$ cat config.mk
export PLATFORM = sky130hd
export DESIGN_NAME = hk_gpio_bank
export DESIGN_NICKNAME = d
export VERILOG_FILES = /design/src/rtl/hk_gpio_pkg.sv /design/src/rtl/hk_gpio_in.sv /design/src/rtl/hk_gpio_bank.sv
export SDC_FILE = /design/constraint.sdc
export NUM_CORES = 1
export LEC_CHECK = 0
export CORE_AREA = 2 2 159 122
export DETAILED_ROUTE_END_ITERATION = 10
export DIE_AREA = 0 0 161 124
export PLACE_DENSITY = 0.72
export SKIP_CTS_REPAIR_TIMING = 1
export SYNTH_ARGS = -nofsm -noshare
export SYNTH_HDL_FRONTEND = slang
export SYNTH_SLANG_ARGS = --single-unit
$ cat constraint.sdc
create_clock -name clk_i -period 17.3 [get_ports clk_i]
set_clock_uncertainty 0.15 [all_clocks]
set_input_delay 5.19 -clock clk_i [delete_from_list [all_inputs] [get_ports clk_i]]
set_output_delay 5.19 -clock clk_i [all_outputs]
set_load 0.005 [all_outputs]
$ cat src/rtl/hk_gpio_pkg.sv
// Shared offsets, per-bank register set and access helpers for the housekeeping GPIO bank.
// Optional input debounce is built when HK_GPIO_DEBOUNCE_EN is defined.
package hk_gpio_pkg;

  localparam logic [31:0] HK_ID_DEFAULT = 32'h0000_0002;

  localparam logic [7:0] OFF_ID       = 8'h00;
  localparam logic [7:0] OFF_DIR      = 8'h04;
  localparam logic [7:0] OFF_OUT      = 8'h08;
  localparam logic [7:0] OFF_IN       = 8'h0C;
  localparam logic [7:0] OFF_RISE     = 8'h10;
  localparam logic [7:0] OFF_FALL     = 8'h14;
  localparam logic [7:0] OFF_STATUS   = 8'h18;
  localparam logic [7:0] OFF_MASK     = 8'h1C;
  localparam logic [7:0] OFF_LED      = 8'h30;
  localparam logic [7:0] OFF_DEBOUNCE = 8'h34;
  localparam logic [7:0] OFF_BANK_N   = 8'h40;

  typedef struct packed {
    logic [31:0] dir;
    logic [31:0] out;
    logic [31:0] rise_en;
    logic [31:0] fall_en;
    logic [31:0] status;
    logic [31:0] mask;
  } bank_regs_t;

  function automatic logic [31:0] width_mask(input int unsigned w);
    if (w >= 32) return '1;
    return (32'd1 << w) - 32'd1;
  endfunction

  // Status is owned by the input block, so it is not updated here.
  function automatic bank_regs_t bank_write(input bank_regs_t r, input logic [7:0] loc,
                                            input logic [31:0] d, input logic [31:0] m);
    bank_regs_t n;
    n = r;
    case (loc)
      OFF_DIR:  n.dir     = d & m;
      OFF_OUT:  n.out     = d & m;
      OFF_RISE: n.rise_en = d & m;
      OFF_FALL: n.fall_en = d & m;
      OFF_MASK: n.mask    = d & m;
      default:  ;
    endcase
    return n;
  endfunction

  function automatic logic [31:0] bank_read(input bank_regs_t v, input logic [31:0] in_v,
                                            input logic [7:0] loc);
    case (loc)
      OFF_DIR:    return v.dir;
      OFF_OUT:    return v.out;
      OFF_IN:     return in_v;
      OFF_RISE:   return v.rise_en;
      OFF_FALL:   return v.fall_en;
      OFF_STATUS: return v.status;
      OFF_MASK:   return v.mask;
      default:    return '0;
    endcase
  endfunction

endpackage

$ cat src/rtl/hk_gpio_in.sv
// Per-bank input path: 2-FF synchroniser, optional debounce (HK_GPIO_DEBOUNCE_EN),
// edge detect and sticky write-1-to-clear status.
module hk_gpio_in
  import hk_gpio_pkg::*;
#(
  parameter int unsigned DWE = 8
`ifdef HK_GPIO_DEBOUNCE_EN
  ,
  parameter int unsigned DBW = 16
`endif
) (
  input  logic           i_clk,
  input  logic           i_rst,
  input  logic [DWE-1:0] i_pin,
  input  logic [DWE-1:0] i_rise_en,
  input  logic [DWE-1:0] i_fall_en,
  input  logic [DWE-1:0] i_w1c,
  input  logic           i_clr_en,
`ifdef HK_GPIO_DEBOUNCE_EN
  input  logic [DBW-1:0] i_debounce,
`endif
  output logic [DWE-1:0] o_in,
  output logic [DWE-1:0] o_status
);

  logic [DWE-1:0] r_meta, r_sync, r_prev, r_status;
  logic [DWE-1:0] w_filt, w_rise, w_fall, w_clr;

  always_ff @(posedge i_clk or posedge i_rst) begin
    if (i_rst) begin
      r_meta <= '0;
      r_sync <= '0;
    end else begin
      r_meta <= i_pin;
      r_sync <= r_meta;
    end
  end

`ifdef HK_GPIO_DEBOUNCE_EN
  logic [DWE-1:0] r_filt;
  logic [DBW-1:0] r_cnt [DWE];

  // A bit follows the synchronised value only after it has differed for DEBOUNCE+1 cycles.
  always_ff @(posedge i_clk or posedge i_rst) begin
    if (i_rst) begin
      r_filt <= '0;
      for (int i = 0; i < int'(DWE); i++) r_cnt[i] <= '0;
    end else begin
      for (int i = 0; i < int'(DWE); i++) begin
        if (r_sync[i] == r_filt[i]) begin
          r_cnt[i] <= '0;
        end else if (r_cnt[i] >= i_debounce) begin
          r_filt[i] <= r_sync[i];
          r_cnt[i]  <= '0;
        end else begin
          r_cnt[i] <= r_cnt[i] + 1'b1;
        end
      end
    end
  end

  assign w_filt = (i_debounce == '0) ? r_sync : r_filt;
`else
  assign w_filt = r_sync;
`endif

  assign w_rise = w_filt & ~r_prev & i_rise_en;
  assign w_fall = ~w_filt & r_prev & i_fall_en;
  assign w_clr  = i_w1c & {DWE{i_clr_en}};

  // New edges are OR-ed in after the clear so a same-cycle set wins.
  always_ff @(posedge i_clk or posedge i_rst) begin
    if (i_rst) begin
      r_prev   <= '0;
      r_status <= '0;
    end else begin
      r_prev   <= w_filt;
      r_status <= (r_status & ~w_clr) | w_rise | w_fall;
    end
  end

  assign o_in     = w_filt;
  assign o_status = r_status;

endmodule

$ cat src/rtl/hk_gpio_bank.sv
// Housekeeping GPIO bank: LED, P/N expansion banks with edge capture and masked interrupt.
// Define HK_GPIO_DEBOUNCE_EN to build the input debounce filter and its register at 0x34.
module hk_gpio_bank
  import hk_gpio_pkg::*;
#(
  parameter int unsigned DWL = 8,
  parameter int unsigned DWE = 8,
  parameter logic [31:0] ID  = HK_ID_DEFAULT,
  parameter int unsigned DBW = 16
) (
  input  logic           clk_i,
  input  logic           rst_i,
  output logic [DWL-1:0] led_o,
  input  logic [DWE-1:0] exp_p_dat_i,
  output logic [DWE-1:0] exp_p_dat_o,
  output logic [DWE-1:0] exp_p_dir_o,
  input  logic [DWE-1:0] exp_n_dat_i,
  output logic [DWE-1:0] exp_n_dat_o,
  output logic [DWE-1:0] exp_n_dir_o,
  output logic           irq_o,
  input  logic [31:0]    sys_addr,
  input  logic [31:0]    sys_wdata,
  input  logic [3:0]     sys_sel,
  input  logic           sys_wen,
  input  logic           sys_ren,
  output logic [31:0]    sys_rdata,
  output logic           sys_err,
  output logic           sys_ack
);

  localparam logic [31:0] EXP_MASK = width_mask(DWE);
  localparam logic [31:0] LED_MASK = width_mask(DWL);

  bank_regs_t     r_p, r_n, w_p, w_n;
  logic [31:0]    r_led, r_rdata, w_rdata, w_deb_rd;
  logic           r_ack, r_irq;
  logic [7:0]     w_off, w_loc;
  logic           w_is_p, w_is_n, w_clr_p, w_clr_n;
  logic [DWE-1:0] w_in_p, w_in_n, w_status_p, w_status_n;
  logic           w_unused;

  assign w_off    = sys_addr[7:0];
  assign w_loc    = {2'b00, sys_addr[5:0]};
  assign w_is_p   = ~sys_addr[7] & ~sys_addr[6];
  assign w_is_n   = ~sys_addr[7] & sys_addr[6];
  assign w_clr_p  = sys_wen & w_is_p & (w_loc == OFF_STATUS);
  assign w_clr_n  = sys_wen & w_is_n & (w_loc == OFF_STATUS);
  assign w_unused = ^{sys_sel, sys_addr[31:8]};

`ifdef HK_GPIO_DEBOUNCE_EN
  logic [DBW-1:0] r_debounce;

  always_ff @(posedge clk_i or posedge rst_i) begin
    if (rst_i) r_debounce <= '0;
    else if (sys_wen && w_off == OFF_DEBOUNCE) r_debounce <= sys_wdata[DBW-1:0];
  end

  assign w_deb_rd = 32'(r_debounce);
`else
  logic [DBW-1:0] w_unused_dbw;
  assign w_unused_dbw = '0;
  assign w_deb_rd     = '0;
`endif

  always_ff @(posedge clk_i or posedge rst_i) begin
    if (rst_i) begin
      r_p   <= '0;
      r_n   <= '0;
      r_led <= '0;
    end else if (sys_wen) begin
      if (w_is_p) r_p <= bank_write(r_p, w_loc, sys_wdata, EXP_MASK);
      if (w_is_n) r_n <= bank_write(r_n, w_loc, sys_wdata, EXP_MASK);
      if (w_off == OFF_LED) r_led <= sys_wdata & LED_MASK;
    end
  end

  hk_gpio_in #(
    .DWE(DWE)
`ifdef HK_GPIO_DEBOUNCE_EN
    ,
    .DBW(DBW)
`endif
  ) u_in_p (
    .i_clk     (clk_i),
    .i_rst     (rst_i),
    .i_pin     (exp_p_dat_i),
    .i_rise_en (r_p.rise_en[DWE-1:0]),
    .i_fall_en (r_p.fall_en[DWE-1:0]),
    .i_w1c     (sys_wdata[DWE-1:0]),
    .i_clr_en  (w_clr_p),
`ifdef HK_GPIO_DEBOUNCE_EN
    .i_debounce(r_debounce),
`endif
    .o_in      (w_in_p),
    .o_status  (w_status_p)
  );

  hk_gpio_in #(
    .DWE(DWE)
`ifdef HK_GPIO_DEBOUNCE_EN
    ,
    .DBW(DBW)
`endif
  ) u_in_n (
    .i_clk     (clk_i),
    .i_rst     (rst_i),
    .i_pin     (exp_n_dat_i),
    .i_rise_en (r_n.rise_en[DWE-1:0]),
    .i_fall_en (r_n.fall_en[DWE-1:0]),
    .i_w1c     (sys_wdata[DWE-1:0]),
    .i_clr_en  (w_clr_n),
`ifdef HK_GPIO_DEBOUNCE_EN
    .i_debounce(r_debounce),
`endif
    .o_in      (w_in_n),
    .o_status  (w_status_n)
  );

  always_comb begin
    w_p                   = r_p;
    w_p.status            = '0;
    w_p.status[DWE-1:0]   = w_status_p;
    w_n                   = r_n;
    w_n.status            = '0;
    w_n.status[DWE-1:0]   = w_status_n;
  end

  always_comb begin
    w_rdata = '0;
    if (w_off == OFF_ID)             w_rdata = ID;
    else if (w_off == OFF_LED)       w_rdata = r_led;
    else if (w_off == OFF_DEBOUNCE)  w_rdata = w_deb_rd;
    else if (w_is_p)                 w_rdata = bank_read(w_p, 32'(w_in_p), w_loc);
    else if (w_is_n)                 w_rdata = bank_read(w_n, 32'(w_in_n), w_loc);
  end

  // Read data comes from pre-write state, so a combined read/write returns the old value.
  always_ff @(posedge clk_i or posedge rst_i) begin
    if (rst_i) begin
      r_ack   <= 1'b0;
      r_rdata <= '0;
      r_irq   <= 1'b0;
    end else begin
      r_ack   <= sys_wen | sys_ren;
      r_rdata <= sys_ren ? w_rdata : '0;
      r_irq   <= (|(w_p.status & r_p.mask)) | (|(w_n.status & r_n.mask));
    end
  end

  assign led_o       = r_led[DWL-1:0];
  assign exp_p_dir_o = r_p.dir[DWE-1:0];
  assign exp_p_dat_o = r_p.out[DWE-1:0];
  assign exp_n_dir_o = r_n.dir[DWE-1:0];
  assign exp_n_dat_o = r_n.out[DWE-1:0];
  assign irq_o       = r_irq;
  assign sys_rdata   = r_rdata;
  assign sys_ack     = r_ack;
  assign sys_err     = 1'b0;

endmodule

==> results.cfg, run 1 <==
[hold_path]
holdCritPathClass = reg2reg

[clock_network]
clkSlewWorstSetupHoldPaths_ns = 0.06
clock_tree.root_cell = sky130_fd_sc_hd__clkbuf_16
tritoncts_buffers = 17
cts_sinks = 162
insertion_delay_ns = 0.43
cts_max_level = 4
clock_path_buffers = 2
cts_tree = built

[synth]
synth.yosys.seq_area_share = 0.5623
synth_ff_type = sky130_fd_sc_hd__dfrtp_1
synth_seq_cells = 162
synth_area_per_cell_um2 = 12.00
ys_warn_count = 0
syn_area_mm2 = 0.007209
netlist-cell-type-count = 43
async_reset_ff_frac = 1.000
number_of_flops_mapped_to_enable_cells_by_yosys = 0
netlist_instances = 601

[final_layout]
area_growth_syn_to_layout_pct = 18.29
final_layout_size_suffix_gt1_frac = 0.1877
antenna_cells = 0
num-nets-final = 743

[placement]
dp_worst_setup_slack_ns = 9.075
placement.io_buffers = 85
routabilityCongestion = 0.8437
dp_hpwl_mm = 11.90

[power]
internal_power_w = 0.0006662
cellLeakagePower_nw = 3.621
sw_frac_of_total = 0.2311
p_seq_frac = 0.475
powerDensity_mw_per_mm2 = 101.6
clkPwrFrac = 0.440
net-switching-power_w = 0.0002002
comb_power_share = 0.085
max-vdd-ir-drop_v = 0.00006369

[global_route]
first_pass_grt_wire_length_mm = 27.88
antenna_found_initial = 0
number_of_global_route_vias_before_repair = 4895
aggregate_global_route_resource_usage = 0.1873
globalRouteOverflowTotal = 0
maximum_number_of_pins_on_one_net_before_global_route_repair = 97

[sta]
setup_slack_after_layout_ns = 9.507
slew_violations = 0
timing.final.crit_share = 0.4504
max_freq_mhz = 128.3
finalHoldViolCount = 0
slew_headroom = 0.2956
rsz0062_at_grt = no
setup_viol_count_final = 0
fin_setup_tns_ns = 0
timing.final.crit_period_ns = 7.793
timing_worst_slew_pin_value_ns = 1.052

[floorplan]
chipWidth_um = 161
total_die_area_mm2 = 0.01996
initial_core_util = 0.3941
placementRows = 43
floorplan.io_pins = 163
floorplan.die.height_um = 124
core-area_mm2 = 0.01829

[critical_path]
critPathArrivalTime_ns = 7.95
critical_path_class = in2reg
critPathLaunchType = input port
timing.critical_path.cells = clkdlybuf4s50_1 -> nor2_1 -> nand2_1 -> nor3_2 -> mux2_2
critPathCaptureType = flip-flop
worst-endpoint-required_ns = 17.46
critical_path.max_stage_delay_ns = 0.88
sum_of_buffers_and_inverters_on_the_critical_path = 1
critPathSlowestCell = sky130_fd_sc_hd__nor3_2
cp_top_family = simple AND/OR/NAND/NOR gates
highest_fanout_seen_on_the_critical_path = 18

[drt]
average_vias_per_placed_instance = 5.330
via_count = 4866
drt_wl_total_mm = 17.59
drt-wirelength-per-cell_um = 19.26
detail-route-antenna-nets = 0
post-route-drc-count = 0
detail_route.iter0.violations = 390
detailedRoute.firstPassIterationCount = 5

[run_status]
run_status = finished, final reports clean

[flow_run]
maxCapViolations = 0
==> state kept, by name (all words and copies together) (netlist names) <==
| signal | count |
|---|---|
| exp_n_dat_o | 8 |
| exp_n_dir_o | 8 |
| exp_p_dat_o | 8 |
| exp_p_dir_o | 8 |
| irq_o | 1 |
| r_led | 8 |
| r_n | 24 |
| r_p | 24 |
| sys_ack | 1 |
| sys_rdata | 8 |
| u_in_n.o_in | 8 |
| u_in_n.o_status | 8 |
| u_in_n.r_meta | 8 |
| u_in_n.r_prev | 8 |
| u_in_p.o_in | 8 |
| u_in_p.o_status | 8 |
| u_in_p.r_meta | 8 |
| u_in_p.r_prev | 8 |
==> per-layer routing <==
layer	track usage	share of wire	vias up
li1	-	-	2173
met1	0.2589	0.45	2472
met2	0.2897	0.46	192
met3	0.04962	0.072	29
met4	0.06194	0.014	0
met5	0	0	-
==> power groups by stage <==
stage / registers (W) / clock network [W] / logic [W]
after floorplan: 0.000413 / 0 / 0.0000497
after global placement: 0.000417 / 0 / 0.0000729
after detailed placement: 0.000418 / 0 / 0.0000741
after CTS: 0.000412 / 0.000385 / 0.0000744
after global routing: 0.000414 / 0.000402 / 0.0000810
final: 0.000412 / 0.000381 / 0.0000734
==> per-stage QoR <==
stage                     area (um^2)    util  power (W)  instances  hold WS [ns]
after floorplan                  7300       -  0.0004630        625        0.1812
after global placement           7938  0.4339  0.0004903        883        0.1811
after detailed placement         7938  0.4339  0.0004921        883        0.1847
after CTS                        8528  0.4662  0.0008709        913        0.1971
after global routing             8528  0.4662  0.0008969        913        0.2040
final                            8528  0.4662  0.0008665        913        0.1955
==> path summary, 6_finish.rpt <==
kind / startpoint / end / slack [ns] / depth (start not counted)
max in group asynchronous: rst_i / r_led[4]$_DFFE_PP0P_ / 10.47 / 3
worst min-delay path: u_in_n.r_meta[2]$_DFF_PP0_ / u_in_n.o_in[2]$_DFF_PP0_ / 0.20 / 0
worst min register to register: u_in_n.r_meta[2]$_DFF_PP0_ / u_in_n.o_in[2]$_DFF_PP0_ / 0.20 / 0
min in group asynchronous: rst_i / u_in_p.r_meta[0]$_DFF_PP0_ / 5.17 / 2
worst max-delay path: sys_addr[5] / exp_n_dir_o[3]$_DFFE_PP0P_ / 9.51 / 5
worst max register to register: u_in_n.o_in[1]$_DFF_PP0_ / sys_rdata[1]$_DFF_PP0_ / 15.60 / 5
==> cell type report <==
cell class                      count  area, um^2
Fill cell                        1659        9764
Sequential cell                   162        4054
Multi-Input combinational cell    376        2669
Timing Repair Buffer               88       863.3
Clock buffer                       20       456.7
Tap cell                          247       309.0
Clock inverter                     10       133.9
Inverter                           10       42.54
==> cells in the mapped netlist, types with 3 or more instances <==
master	count	area, um^2
sky130_fd_sc_hd__inv_1	10	37.54
sky130_fd_sc_hd__a211oi_1	3	22.52
sky130_fd_sc_hd__o21ai_0	63	315.3
sky130_fd_sc_hd__nand3b_1	12	90.09
sky130_fd_sc_hd__nand4_1	3	18.77
sky130_fd_sc_hd__a22oi_1	18	135.1
sky130_fd_sc_hd__a22o_1	8	70.07
sky130_fd_sc_hd__nor2_1	11	41.29
sky130_fd_sc_hd__a221oi_1	4	35.03
sky130_fd_sc_hd__mux4_2	16	360.4
sky130_fd_sc_hd__o211ai_1	13	97.59
sky130_fd_sc_hd__o21ai_2	8	70.07
sky130_fd_sc_hd__mux2_4	8	120.1
sky130_fd_sc_hd__buf_4	57	427.9
sky130_fd_sc_hd__clkbuf_1	8	30.03
sky130_fd_sc_hd__o221ai_1	5	43.79
sky130_fd_sc_hd__mux2_2	47	529.3
sky130_fd_sc_hd__o21ai_1	3	15.01
sky130_fd_sc_hd__buf_2	10	50.05
sky130_fd_sc_hd__dfrtp_1	162	4054
sky130_fd_sc_hd__nand2b_1	3	18.77
sky130_fd_sc_hd__nand2_1	102	382.9
==> cell usage in the layout, fill, tap and decap left out, types with 9 or more instances in the layout <==
cell / instances
sky130_fd_sc_hd__dfrtp_1: 162
sky130_fd_sc_hd__nand2_1: 102
sky130_fd_sc_hd__clkdlybuf4s50_1: 83
sky130_fd_sc_hd__o21ai_0: 63
sky130_fd_sc_hd__mux2_2: 47
sky130_fd_sc_hd__conb_1: 25
sky130_fd_sc_hd__a22oi_1: 18
sky130_fd_sc_hd__clkbuf_16: 17
sky130_fd_sc_hd__mux4_2: 16
sky130_fd_sc_hd__o211ai_1: 13
sky130_fd_sc_hd__nand3b_1: 12
sky130_fd_sc_hd__nor2_1: 11
sky130_fd_sc_hd__inv_1: 9
==> cell families (layout without fill, tap and decap cells) <==
kind of cell,after synthesis,count (layout),share of synthesized area
AOI/OAI and AO/OA,130,130,0.1165
muxes,72,72,0.1414
DFF,162,162,0.5623
other,1,25,0.0005202
and+or+nand+nor,149,149,0.09927
buffers and inverters,87,128,0.08001
No activity file was read; power rests on OpenSTA's default activity.
==> run 2, diff against run 1 <==
Settings changed: PLACE_DENSITY 0.72 to 0.74.
Clock period 17.3 ns to 6.6 ns, I/O delays scaled along.
==> run 2 against run 1 <==
Setup slack worse by 7.6 ns. Global-route usage rose by 0.13 points. Final cell count rose by 0.55%. Worst hold slack gained 0.0018 ns. Sequential power grew to 2.6 times the previous value. Largest cell class unchanged. Highest routed layer unchanged.
==> results.cfg, run 2 (synthesis gave the netlist of run 1 again) <==
[run_status]
run_status = finished, final reports clean

[clock_network]
insertion_delay_ns = 0.43
clkSlewWorstSetupHoldPaths_ns = 0.07
tritoncts_buffers = 17
clock_path_buffers = 2
cts_tree = built
clock_tree.root_cell = sky130_fd_sc_hd__clkbuf_16
cts_max_level = 4
cts_sinks = 162

[sta]
setup_slack_after_layout_ns = 1.916
slew_headroom = 0.3193
slew_violations = 0
finalHoldViolCount = 0
max_freq_mhz = 213.5
timing_worst_slew_pin_value_ns = 1.015
setup_viol_count_final = 0
timing.final.crit_period_ns = 4.684
rsz0062_at_grt = no
fin_setup_tns_ns = 0
timing.final.crit_share = 0.7097

[floorplan]
total_die_area_mm2 = 0.01996
placementRows = 43
chipWidth_um = 161
floorplan.io_pins = 163
floorplan.die.height_um = 124
core-area_mm2 = 0.01829
initial_core_util = 0.3941

[critical_path]
critPathCaptureType = flip-flop
worst-endpoint-required_ns = 6.76
critPathArrivalTime_ns = 4.85
regToRegEndpoint = irq_o$_DFF_PP0_
critPathSlowestCell = sky130_fd_sc_hd__nor3_2
critical_path_class = in2reg
worstReg2RegStart = u_in_n.o_status[0]$_DFF_PP0_
ff2ff_path_depth = 3
critical_path.max_stage_delay_ns = 0.95
r2r_setup_slack_ns = 4.83
highest_fanout_seen_on_the_critical_path = 18
critPathLaunchType = input port
timing.critical_path.cells = clkdlybuf4s50_1 -> nor2_1 -> nand2_1 -> nor3_2 -> mux2_2

[power]
powerDensity_mw_per_mm2 = 266.0
net-switching-power_w = 0.0005568
max-vdd-ir-drop_v = 0.0001277
comb_power_share = 0.086
internal_power_w = 0.001721
cellLeakagePower_nw = 3.635
clkPwrFrac = 0.440
p_seq_frac = 0.474
sw_frac_of_total = 0.2445

[global_route]
most_used_routing_layer = met2
maximum_number_of_pins_on_one_net_before_global_route_repair = 108
number_of_global_route_vias_before_repair = 4833
grt.met1_usage = 0.2641
aggregate_global_route_resource_usage = 0.1885
globalRouteOverflowTotal = 0
antenna_found_initial = 0
first_pass_grt_wire_length_mm = 28.06
grtUsageMet3 = 0.04629
gr-usage-met2 = 0.2870

[final_layout]
finalNonFillerCells = 918
most_common_cell_after_layout_fill_and_taps_aside = sky130_fd_sc_hd__dfrtp_1
antenna_cells = 0
largestRegisters = r_n x24, r_p x24
area_growth_syn_to_layout_pct = 18.76
final_layout_size_suffix_gt1_frac = 0.1952
design_area_mm2 = 0.008562
most-common-layout-cells = sky130_fd_sc_hd__dfrtp_1 (162), sky130_fd_sc_hd__nand2_1 (102), sky130_fd_sc_hd__clkdlybuf4s50_1 (83)
num-nets-final = 746
final_core_utilization = 0.4681

[drt]
drt_wl_total_mm = 17.90
via_count = 4925
detail-route-antenna-nets = 0
detailedRoute.firstPassIterationCount = 5
post-route-drc-count = 0
detail_route.iter0.violations = 392
drt-wirelength-per-cell_um = 19.50
average_vias_per_placed_instance = 5.365

[hold_path]
holdCritPathClass = reg2reg
worstHoldEndpoint = u_in_p.o_in[5]$_DFF_PP0_
min_from = u_in_p.r_meta[5]$_DFF_PP0_
hold_depth = 0

[placement]
placement.io_buffers = 85
placed_instances = 886
dp_hpwl_mm = 12.29
routabilityCongestion = 0.9033
post_dp_cell_area_mm2 = 0.007960
dp_worst_setup_slack_ns = 1.566

[flow_run]
maxCapViolations = 0
run 2: changes by cell type in the layout (fill, tap and decap cells not counted), sizes merged:
cell,before,now
clkbuf,20,19
inv,11,14
bufinv,3,2
clkinvlp,2,3
buf,5,8
run 2: critical path, delay by kind of cell:
family / cells / cell delay [ns]
and+or+nand+nor: 3 / 1.91
buffers and inverters: 1 / 0.53
muxes: 1 / 0.42
run 2: per-layer routing:
metal / share of wire / vias up
li1: - / 2174
met1: 0.45 / 2504
met2: 0.45 / 218
met3: 0.075 / 29
met4: 0.018 / 0
met5: 0 / -
run 2: power groups by stage:
stage               Clock (W)  Sequential, W  Combinational (W)
floorplan                   0        0.00108           0.000130
global placement            0        0.00109           0.000191
detailed placement          0        0.00110           0.000194
CTS                   0.00101        0.00108           0.000196
global route          0.00106        0.00108           0.000215
finish                0.00100        0.00108           0.000195
run 2: stage by stage:
| step | hold slack, ns | total power (W) |
|---|---|---|
| 3_5_place_dp | 0.1847 | 0.001291 |
| 2_1_floorplan | 0.1812 | 0.001214 |
| 3_3_place_gp | 0.1823 | 0.001286 |
| 5_1_grt | 0.2052 | 0.002356 |
| 6_report | 0.1972 | 0.002278 |
| 4_1_cts | 0.2003 | 0.002289 |
run 2: area by class of cell:
class / count / area [um^2]
clock buffer: 19 / 452.9
sequential: 162 / 4054
clock inverter: 13 / 148.9
fill: 1658 / 9731
tap: 247 / 309.0
timing repair buffer: 91 / 885.9
inverter: 10 / 42.54
multi-input combinational: 376 / 2669
run 2: worst max path at each step:
stage,cells after the start,endpoint,start,slack [ns]
global route,5,exp_n_dir_o[0]$_DFFE_PP0P_,sys_addr[1],1.71
finish,5,exp_n_dir_o[2]$_DFFE_PP0P_,sys_addr[1],1.92
CTS,5,exp_n_dir_o[0]$_DFFE_PP0P_,sys_addr[1],2.00
detailed placement,5,exp_n_dir_o[0]$_DFFE_PP0P_,sys_addr[1],1.57
floorplan,1,exp_n_dat_o[0]$_DFFE_PP0P_,rst_i,0.09
global placement,5,exp_n_dir_o[2]$_DFFE_PP0P_,sys_addr[5],1.55
==> run 3, diff against run 2 <==
Clock period 6.6 ns to 4 ns, I/O delays scaled along.
==> run 3 against run 2 <==
Non-clock buffer count rose by 13. Critical endpoint is now r_n[5]$_DFFE_PP0P_. Power is 66% higher. Register-to-register slack worse by 2.5 ns. Utilization increased by 0.73 points. Count of clock-buffer cells in the layout rose by 1. Clock power up 67%. Wire length increased by 0.41%. Critical path depth unchanged. First-iteration DRC count down 13%. Via count is 0.71% lower. Combinational power up 69%. Highest routed layer unchanged.
==> results.cfg, run 3 (synthesis gave the netlist of run 1 again) <==
[global_route]
aggregate_global_route_resource_usage = 0.1881
first_pass_grt_wire_length_mm = 28.25
antenna_found_initial = 0
maximum_number_of_pins_on_one_net_before_global_route_repair = 86
number_of_global_route_vias_before_repair = 5004
globalRouteOverflowTotal = 0

[clock_network]
clock_path_buffers = 2
cts_sinks = 162
clkSlewWorstSetupHoldPaths_ns = 0.06
tritoncts_buffers = 17
cts_tree = built
insertion_delay_ns = 0.42
clock_tree.root_cell = sky130_fd_sc_hd__clkbuf_16
cts_max_level = 4

[flow_run]
maxCapViolations = 0

[final_layout]
final_layout_size_suffix_gt1_frac = 0.2105
area_growth_syn_to_layout_pct = 20.60
finalNonFillerCells = 931
most-common-layout-cells = sky130_fd_sc_hd__dfrtp_1 (162), sky130_fd_sc_hd__nand2_1 (102), sky130_fd_sc_hd__clkdlybuf4s50_1 (83)
num-nets-final = 759
final_core_utilization = 0.4753
most_common_cell_after_layout_fill_and_taps_aside = sky130_fd_sc_hd__dfrtp_1
design_area_mm2 = 0.008695
largestRegisters = r_n x24, r_p x24
area_of_combinational_cells_with_multiple_inputs_mm2 = 0.002669
area.sequential_mm2 = 0.004054
antenna_cells = 0
final.fill_count = 1651

[critical_path]
worst-endpoint-required_ns = 4.13
highest_fanout_seen_on_the_critical_path = 16
critPathLaunchType = input port
critPathArrivalTime_ns = 3.41
critical_path_class = in2reg
critPathCaptureType = flip-flop

[floorplan]
chipWidth_um = 161
floorplan.die.height_um = 124
core-area_mm2 = 0.01829
placementRows = 43
initial_core_util = 0.3941
floorplan.io_pins = 163
total_die_area_mm2 = 0.01996

[drt]
drt-wirelength-per-cell_um = 19.31
detail_route.iter0.violations = 342
detailedRoute.firstPassIterationCount = 5
drt_wl_total_mm = 17.97
detail-route-antenna-nets = 0
via_count = 4890
average_vias_per_placed_instance = 5.252
post-route-drc-count = 0

[sta]
slew_violations = 0
rsz0062_at_grt = no
finalHoldViolCount = 0
setup_viol_count_final = 0
timing.final.crit_share = 0.8183
slew_headroom = 0.4747
max_freq_mhz = 305.5
timing_worst_slew_pin_value_ns = 0.7880
fin_setup_tns_ns = 0
timing.final.crit_period_ns = 3.273
hold-worst-slack_ns = 0.1945

[power]
powerDensity_mw_per_mm2 = 434.8
max-vdd-ir-drop_v = 0.0002519
cellLeakagePower_nw = 3.709

[placement]
placed_instances = 899
post_dp_cell_area_mm2 = 0.008082
routabilityCongestion = 0.9203
dp_hpwl_mm = 12.39
placement.io_buffers = 85

[run_status]
run_status = finished, final reports clean

[hold_path]
holdCritPathClass = reg2reg
-- run 3: power breakdown --
| group | internal, W | switching, W |
|---|---|---|
| Combinational | 0.000168 | 0.000161 |
| Clock | 0.000983 | 0.000687 |
| Sequential | 0.00172 | 0.0000637 |
-- run 3: path summary, 6_finish.rpt --
| path | from | to | slack, ns | cells past startpoint |
|---|---|---|---|---|
| hold reg to reg | u_in_p.r_meta[4]$_DFF_PP0_ | u_in_p.o_in[4]$_DFF_PP0_ | 0.19 | 0 |
| hold / removal | u_in_p.r_meta[4]$_DFF_PP0_ | u_in_p.o_in[4]$_DFF_PP0_ | 0.19 | 0 |
| min in group asynchronous | rst_i | u_in_p.o_in[6]$_DFF_PP0_ | 1.12 | 3 |
| setup / recovery | sys_addr[4] | r_n[5]$_DFFE_PP0P_ | 0.73 | 5 |
| max in group asynchronous | rst_i | u_in_n.o_status[0]$_DFF_PP0_ | 2.20 | 3 |
| setup reg to reg | r_n[5]$_DFFE_PP0P_ | sys_rdata[5]$_DFF_PP0_ | 2.31 | 5 |
-- run 3: metal layers --
layer / routed length [um] / GRT usage
met5: 0 / 0
met4: 325 / 0.06585
met3: 1407 / 0.05028
met2: 8184 / 0.2886
met1: 8057 / 0.2604
-- run 3: worst max-delay path, cell delays in order --
cell	delay, ns
sky130_fd_sc_hd__clkdlybuf4s50_1	0.63
sky130_fd_sc_hd__or4b_4	0.57
sky130_fd_sc_hd__or3_1	0.73
sky130_fd_sc_hd__nand2_1	0.21
sky130_fd_sc_hd__o21ai_2	0.06
-- run 3: final cells by class --
class,instances,area share
tap,247,0.03554
timing repair buffer,104,0.1160
inverter,10,0.004749
multi-input combinational,376,0.3070
clock buffer,20,0.05368
clock inverter,12,0.01684
sequential,162,0.4663
-- run 3: stage by stage --
stage          setup WS (ns)  total power [W]
3_3_place_gp          0.3582         0.002131
5_1_grt               0.6315         0.003907
2_1_floorplan         0.5932         0.002003
6_report              0.7267         0.003780
4_1_cts               0.7445         0.003797
3_5_place_dp          0.3365         0.002139
